`config.mk`:
```
export PLATFORM = sky130hd
export DESIGN_NAME = flag_ctx_reg
export DESIGN_NICKNAME = d
export VERILOG_FILES = /design/src/rtl/flag_ctx_reg.sv
export SDC_FILE = /design/constraint.sdc
export NUM_CORES = 1
export LEC_CHECK = 0
export BUFFER_PORTS_ARGS = -buffer_cell sky130_fd_sc_hd__buf_2
export CAP_MARGIN = 20
export CELL_PAD_IN_SITES_DETAIL_PLACEMENT = 2
export CELL_PAD_IN_SITES_GLOBAL_PLACEMENT = 2
export CORE_MARGIN = 2
export CORE_UTILIZATION = 35
export DETAILED_ROUTE_END_ITERATION = 7
export PLACE_DENSITY = 0.86
export SLEW_MARGIN = 20
export SYNTH_ARGS = -nofsm -noshare
export SYNTH_HDL_FRONTEND = slang
export SYNTH_SLANG_ARGS = --single-unit
```
`constraint.sdc`:
```
create_clock -name clk -period 4.63 [get_ports clk]
set_input_delay 0.926 -clock clk [delete_from_list [all_inputs] [get_ports clk]]
set_output_delay 0.926 -clock clk [all_outputs]
set_load 0.01 [all_outputs]
```
`src/rtl/flag_ctx_reg.sv`:
```
// flag_ctx_reg: CPU condition-flag register with interrupt context save/restore.
//
// The flag state takes ALU results under a per-flag write mask, then
// SETC/CLRC-style force masks (clear beats set, set beats the ALU write).
// Interrupt entry pushes the updated flags onto an internal LIFO, and RTI pops
// them back. With HALF_CYCLE_READ=1 the state is published on the negedge after
// each write, so decode can read the flags within the same cycle.
//
// Ports:
//   clk, rst     clock; synchronous active-high reset
//   i_wr_en      ALU flag write enable
//   i_wr_mask    flags affected by the ALU write
//   i_flags      ALU flag values
//   i_set_mask   force listed flags to 1
//   i_clr_mask   force listed flags to 0
//   i_save       push context (interrupt entry)
//   i_restore    pop context (RTI)
//   o_flags      published flags
//   o_depth      number of saved contexts
//   o_full       o_depth == STACK_DEPTH (combinational)
//   o_empty      o_depth == 0 (combinational)
//   o_ovf_err    sticky: save attempted while full
//   o_unf_err    sticky: restore attempted while empty
//   o_seq_err    sticky: save and restore in the same cycle
module flag_ctx_reg #(
  parameter int unsigned NUM_FLAGS       = 3,
  parameter int unsigned STACK_DEPTH     = 4,
  parameter int unsigned HALF_CYCLE_READ = 1
) (
  input  logic                                 clk,
  input  logic                                 rst,
  input  logic                                 i_wr_en,
  input  logic [NUM_FLAGS-1:0]                 i_wr_mask,
  input  logic [NUM_FLAGS-1:0]                 i_flags,
  input  logic [NUM_FLAGS-1:0]                 i_set_mask,
  input  logic [NUM_FLAGS-1:0]                 i_clr_mask,
  input  logic                                 i_save,
  input  logic                                 i_restore,
  output logic [NUM_FLAGS-1:0]                 o_flags,
  output logic [$clog2(STACK_DEPTH+1)-1:0]     o_depth,
  output logic                                 o_full,
  output logic                                 o_empty,
  output logic                                 o_ovf_err,
  output logic                                 o_unf_err,
  output logic                                 o_seq_err
);

  localparam int unsigned DW = $clog2(STACK_DEPTH + 1);
  localparam int unsigned AW = (STACK_DEPTH > 1) ? $clog2(STACK_DEPTH) : 1;

  logic [NUM_FLAGS-1:0] state;
  logic [NUM_FLAGS-1:0] w_val;
  logic [NUM_FLAGS-1:0] upd;
  logic [NUM_FLAGS-1:0] stack [STACK_DEPTH];
  logic [DW-1:0]        depth;
  logic                 full;
  logic                 empty;
  logic                 push;
  logic                 pop;
  logic [AW-1:0]        push_idx;
  logic [AW-1:0]        top_idx;

  // Next flag value: masked ALU write, then set, then clear.
  always_comb begin
    w_val = state;
    if (i_wr_en) begin
      w_val = (state & ~i_wr_mask) | (i_flags & i_wr_mask);
    end
    upd = (w_val | i_set_mask) & ~i_clr_mask;
  end

  // Stack occupancy and push/pop qualification; a save always wins over a restore.
  always_comb begin
    full     = (depth == DW'(STACK_DEPTH));
    empty    = (depth == DW'(0));
    push     = i_save && !full;
    pop      = i_restore && !i_save && !empty;
    push_idx = AW'(depth);
    top_idx  = AW'(depth - DW'(1));
  end

  // Flag state, context stack and sticky error flags.
  always_ff @(posedge clk) begin
    if (rst) begin
      state     <= '0;
      depth     <= '0;
      o_ovf_err <= 1'b0;
      o_unf_err <= 1'b0;
      o_seq_err <= 1'b0;
      for (int i = 0; i < int'(STACK_DEPTH); i++) begin
        stack[i] <= '0;
      end
    end else begin
      if (pop) begin
        // Restore overrides any same-cycle flag update.
        state <= stack[top_idx];
        depth <= DW'(depth - DW'(1));
      end else begin
        state <= upd;
        if (push) begin
          // The pushed context includes this cycle's update.
          stack[push_idx] <= upd;
          depth           <= DW'(depth + DW'(1));
        end
      end
      if (i_save && full) begin
        o_ovf_err <= 1'b1;
      end
      if (i_restore && !i_save && empty) begin
        o_unf_err <= 1'b1;
      end
      if (i_save && i_restore) begin
        o_seq_err <= 1'b1;
      end
    end
  end

  // Publish either half a cycle late (negedge register) or directly from state.
  generate
    if (HALF_CYCLE_READ != 0) begin : g_half_cycle
      always_ff @(negedge clk) begin
        if (rst) begin
          o_flags <= '0;
        end else begin
          o_flags <= state;
        end
      end
    end else begin : g_direct
      assign o_flags = state;
    end
  endgenerate

  assign o_depth = depth;
  assign o_full  = full;
  assign o_empty = empty;

endmodule

```
# Word-level counts from Yosys, hierarchy flattened
# Memories as Yosys holds them, arrays and structs flattened.
# Index checks and enable logic that the tools add are counted.
word_totals:
  elab_cells: 42
  memories: 1
  mem_bits_rw: 12
  output_inout_bits: 11
  register_bits: 12
  inputBits: 17
memory_table:
  columns: ["memory", "depth", "word_bits", "read_ports", "rd_clocked_by_memory_dff", "write_ports", "line_no", "rtl"]
  rows:
  - ["stack", 4, 3, 1, 0, 4, "54", "logic [NUM_FLAGS-1:0] stack [STACK_DEPTH];"]
classes:
  n_bitwise: 7
  reduce_logical: 12
  eq_ne: 1
  n_addsub: 2
  muxes: 13
ops:
  columns: ["cell", "count"]
  rows:
  - ["$mux 3", 5]
  - ["$and 3x3->3", 3]
  - ["$mux 1", 7]
  - ["$logic_and 1x1->1", 6]
  - ["$not 3->3", 2]
  - ["$or 3x3->3", 2]
  - ["$add 3x1->3 const B", 1]
  - ["$eq 3x3->1 const B", 1]
  - ["$logic_not 1->1", 3]
  - ["$logic_not 3->1", 1]
  - ["$reduce_or 3->1", 1]
  - ["$sub 3x1->3 const B", 1]
  - ["$mux 2", 1]
  - ["$reduce_bool 2->1", 1]

# Logic depth before layout (Yosys ltp)
depth:
  word_depth: 9
  ltp_mapped: 7
  depth_no_buf: 6

==> reports/qor.csv <==
stage,metric,value,unit
clock_tree,clockBufferDepth,2,
timing,skew,60.7,ps
detailed_routing,dr.pass1.iters,3,
logic_synthesis,netlist_area,1110,um^2
min_path,min_from,o_seq_err$_SDFFE_PP0P_,
placement,place.gp.congestion,0.725,
detailed_routing,num_vias,858,
detailed_routing,viasPerCell,5.02,
logic_synthesis,synthCells,96,
cells_and_area,antennaDiodeCount,0,
power_and_ir_drop,powerDensity,382,nW/um^2
critical_path,crit_buf_inv,1,
die,core_region_area,3030,um^2
logic_synthesis,synth.area.mux_share,6.07,%
cells_and_area,nNetsFinal,148,
detailed_routing,wl_per_cell,16.4,um
critical_path,cpPeakStageDelay,310,ps
timing,hold_violations,0,
logic_synthesis,ys.warnings.count,0,
critical_path,crit_path_cell_trace,buf_2,
global_route,grt_pass1_wl,4590,um
cells_and_area,layout_commonest_cell,buf_2,
logic_synthesis,synth_fa_ha_area_share,3.37,%
die,die_h,60.4,um
cells_and_area,instances_no_fill,171,
critical_path,reg2reg_to,o_flags[0]$_SDFF_NP0_,
cells_and_area,area.sequential,601,um^2
die,start_util,36.7,%
timing,slew-limit-headroom,70.0,%
global_route,grt_usage,17.6,%
critical_path,rr_startpoint,state[0]$_SDFF_PP0_,
cells_and_area,multi_input_area,488,um^2
clock_tree,clockRootBuffer,clkbuf_4,
placement,port_buffers,27,
cells_and_area,syn2layout_area_growth,19.3,%
timing,tightestPinTransition,449,ps
logic_synthesis,synth_seq_area_share,54.0,%
timing,tns,0,ps
clock_tree,tritoncts,yes,
power_and_ir_drop,peakVddDrop,0.000158,V
logic_synthesis,synth-compound-area-share,13.2,%
placement,dp_hpwl,2260,um
die,die-area,3650,um^2
clock_tree,postCtsSetupRepairBufs,0,
logic_synthesis,yosys.area_share.simple,19.7,%
clock_tree,clk_latency,380,ps
logic_synthesis,yosys_register_bits,24,
outcome,outcome,completed,
global_route,met2_usage,32.8,%
power_and_ir_drop,leakage,0.000568,uW
timing,postLayoutSetupSlackWorst,589,ps
global_route,grtUsageMet1,21.2,%
critical_path,cp_data_required_time,3700,ps
clock_tree,post_cts_resized,0,
global_route,grt.overflow.total,0,
cells_and_area,fillers,320,
critical_path,cp-start-kind,flip-flop,
global_route,globalRouteMet3Util,2.56,%
critical_path,crit_slowest_cell,dfxtp_1,
timing,rsz0062_at_grt,no,
global_route,antenna_found_initial,0,
timing,setup_violations,0,
placement,dp.cells,165,
power_and_ir_drop,p_total,508,uW
placement,place_ws,891,ps
cells_and_area,drive_gt1_share,33.1,%
clock_tree,clk_pin_slew,130,ps
die,row_count,20,
critical_path,cp.depth,1,
global_route,grt_pass1_vias,935,
global_route,grt_max_degree,17,
logic_synthesis,syn_avg_cell_area,11.6,um^2
detailed_routing,wirelength,2810,um
die,ios,28,
clock_tree,cts_buffers,3,
clock_tree,htree_levels,1,
logic_synthesis,syn_nets,116,
clock_tree,ctsHoldBuffers,0,
clock_tree,cts_num_sinks,24,
min_path,hold_depth,2,
cells_and_area,mostFrequentLayoutCells,"27 x buf_2, 22 x nor2_1, 12 x dfxtp_1, 12 x edfxtp_1, 6 x inv_1",
critical_path,arrival,3120,ps
die,fp.dieW,60.4,um
critical_path,crit_path_max_fanout,1,
critical_path,crit_family,flip-flops,
detailed_routing,postRouteAntennaNets,0,
critical_path,rr_worst_depth,1,
flow_run,drv_cap,0,
global_route,grt-busiest-layer,met2,
logic_synthesis,synth.distinct_cells,25,
critical_path,critical_path_class,reg -> out,
critical_path,reg2reg_slack,1800,ps
logic_synthesis,synth_top_family_by_area,simple AND/OR/NAND/NOR gates,
critical_path,crit_path_end_kind,primary output,
timing,drv_slew,0,
logic_synthesis,synth_xor_area_share,1.57,%
timing,holdWs,491,ps
detailed_routing,drt_iter0_markers,11,
detailed_routing,post-route-drc-count,0,
min_path,hold_path_class,reg -> reg,
min_path,min_to,o_seq_err$_SDFFE_PP0P_,
## kinds of logic (layout without fill, tap and decap cells)
group	count (synthesis)	in the layout
mux	3	3
buf+inv	6	37
xor+xnor	2	2
fa+ha+maj	3	3
flops	24	24
simple gates	40	40
compound gates	18	18
## worst max-delay path by stage
| stage | slack [ps] | startpoint | endpoint |
|---|---|---|---|
| after global routing | 540 | o_flags[2]$_SDFF_NP0_ | o_flags[2] |
| final | 590 | o_flags[0]$_SDFF_NP0_ | o_flags[0] |
| after floorplan | 1060 | o_flags[0]$_SDFF_NP0_ | o_flags[0] |
| after detailed placement | 890 | rst | o_flags[0]$_SDFF_NP0_ |
| after global placement | 940 | rst | o_flags[2]$_SDFF_NP0_ |
| after CTS | 570 | o_flags[0]$_SDFF_NP0_ | o_flags[0] |
## sequential cells by signal, summed over array words and instances (netlist names)
signal	cells
o_depth	3
o_flags	3
o_ovf_err	1
o_seq_err	1
o_unf_err	1
stack	12
state	3
## cell type report
class | count | area share, %
sequential | 24 | 45.2
multi-input combinational | 66 | 36.8
timing repair buffer | 27 | 10.2
tap | 44 | 4.15
clock buffer | 3 | 1.70
clock inverter | 4 | 1.13
inverter | 3 | 0.848
## metrics by stage
step,util (%),cell area (um^2)
final,43.8,1330
after global routing,43.8,1330
after CTS,43.8,1330
after detailed placement,42.7,1290
after global placement,42.7,1290
after floorplan,-,1110
## per-layer routing
layer	vias up	wire, um
met5	-	0
met1	431	1180
li1	403	-
met3	3	93
met4	0	25
met2	21	1510
## power by group
group / switching (uW) / internal [uW] / leakage (uW)
combinational: 75.2 / 63.2 / 0.000313
clock: 70.1 / 34.9 / 0.0000313
sequential: 19.3 / 245 / 0.000223
total: 165 / 343 / 0.000568
## cells in the mapped netlist
library cell | instances | area, um^2
ha_1 | 3 | 37.5
dfxtp_1 | 12 | 240
xor2_1 | 1 | 8.76
a211oi_1 | 2 | 15.0
nand2b_4 | 1 | 13.8
or3_4 | 3 | 33.8
nor2_1 | 22 | 82.6
a21oi_1 | 4 | 20.0
xnor2_1 | 1 | 8.76
a311oi_1 | 3 | 26.3
clkbuf_1 | 1 | 3.75
a31o_2 | 1 | 8.76
a21boi_4 | 1 | 18.8
edfxtp_1 | 12 | 360
mux4_2 | 3 | 67.6
and2_1 | 2 | 12.5
buf_2 | 1 | 5.00
a22o_1 | 3 | 26.3
a21boi_1 | 3 | 22.5
and2b_1 | 1 | 7.51
nand2b_1 | 4 | 25.0
inv_1 | 4 | 15.0
nor2b_1 | 4 | 25.0
or2_2 | 3 | 18.8
a32oi_1 | 1 | 8.76
No activity file was read; power rests on OpenSTA's default activity.
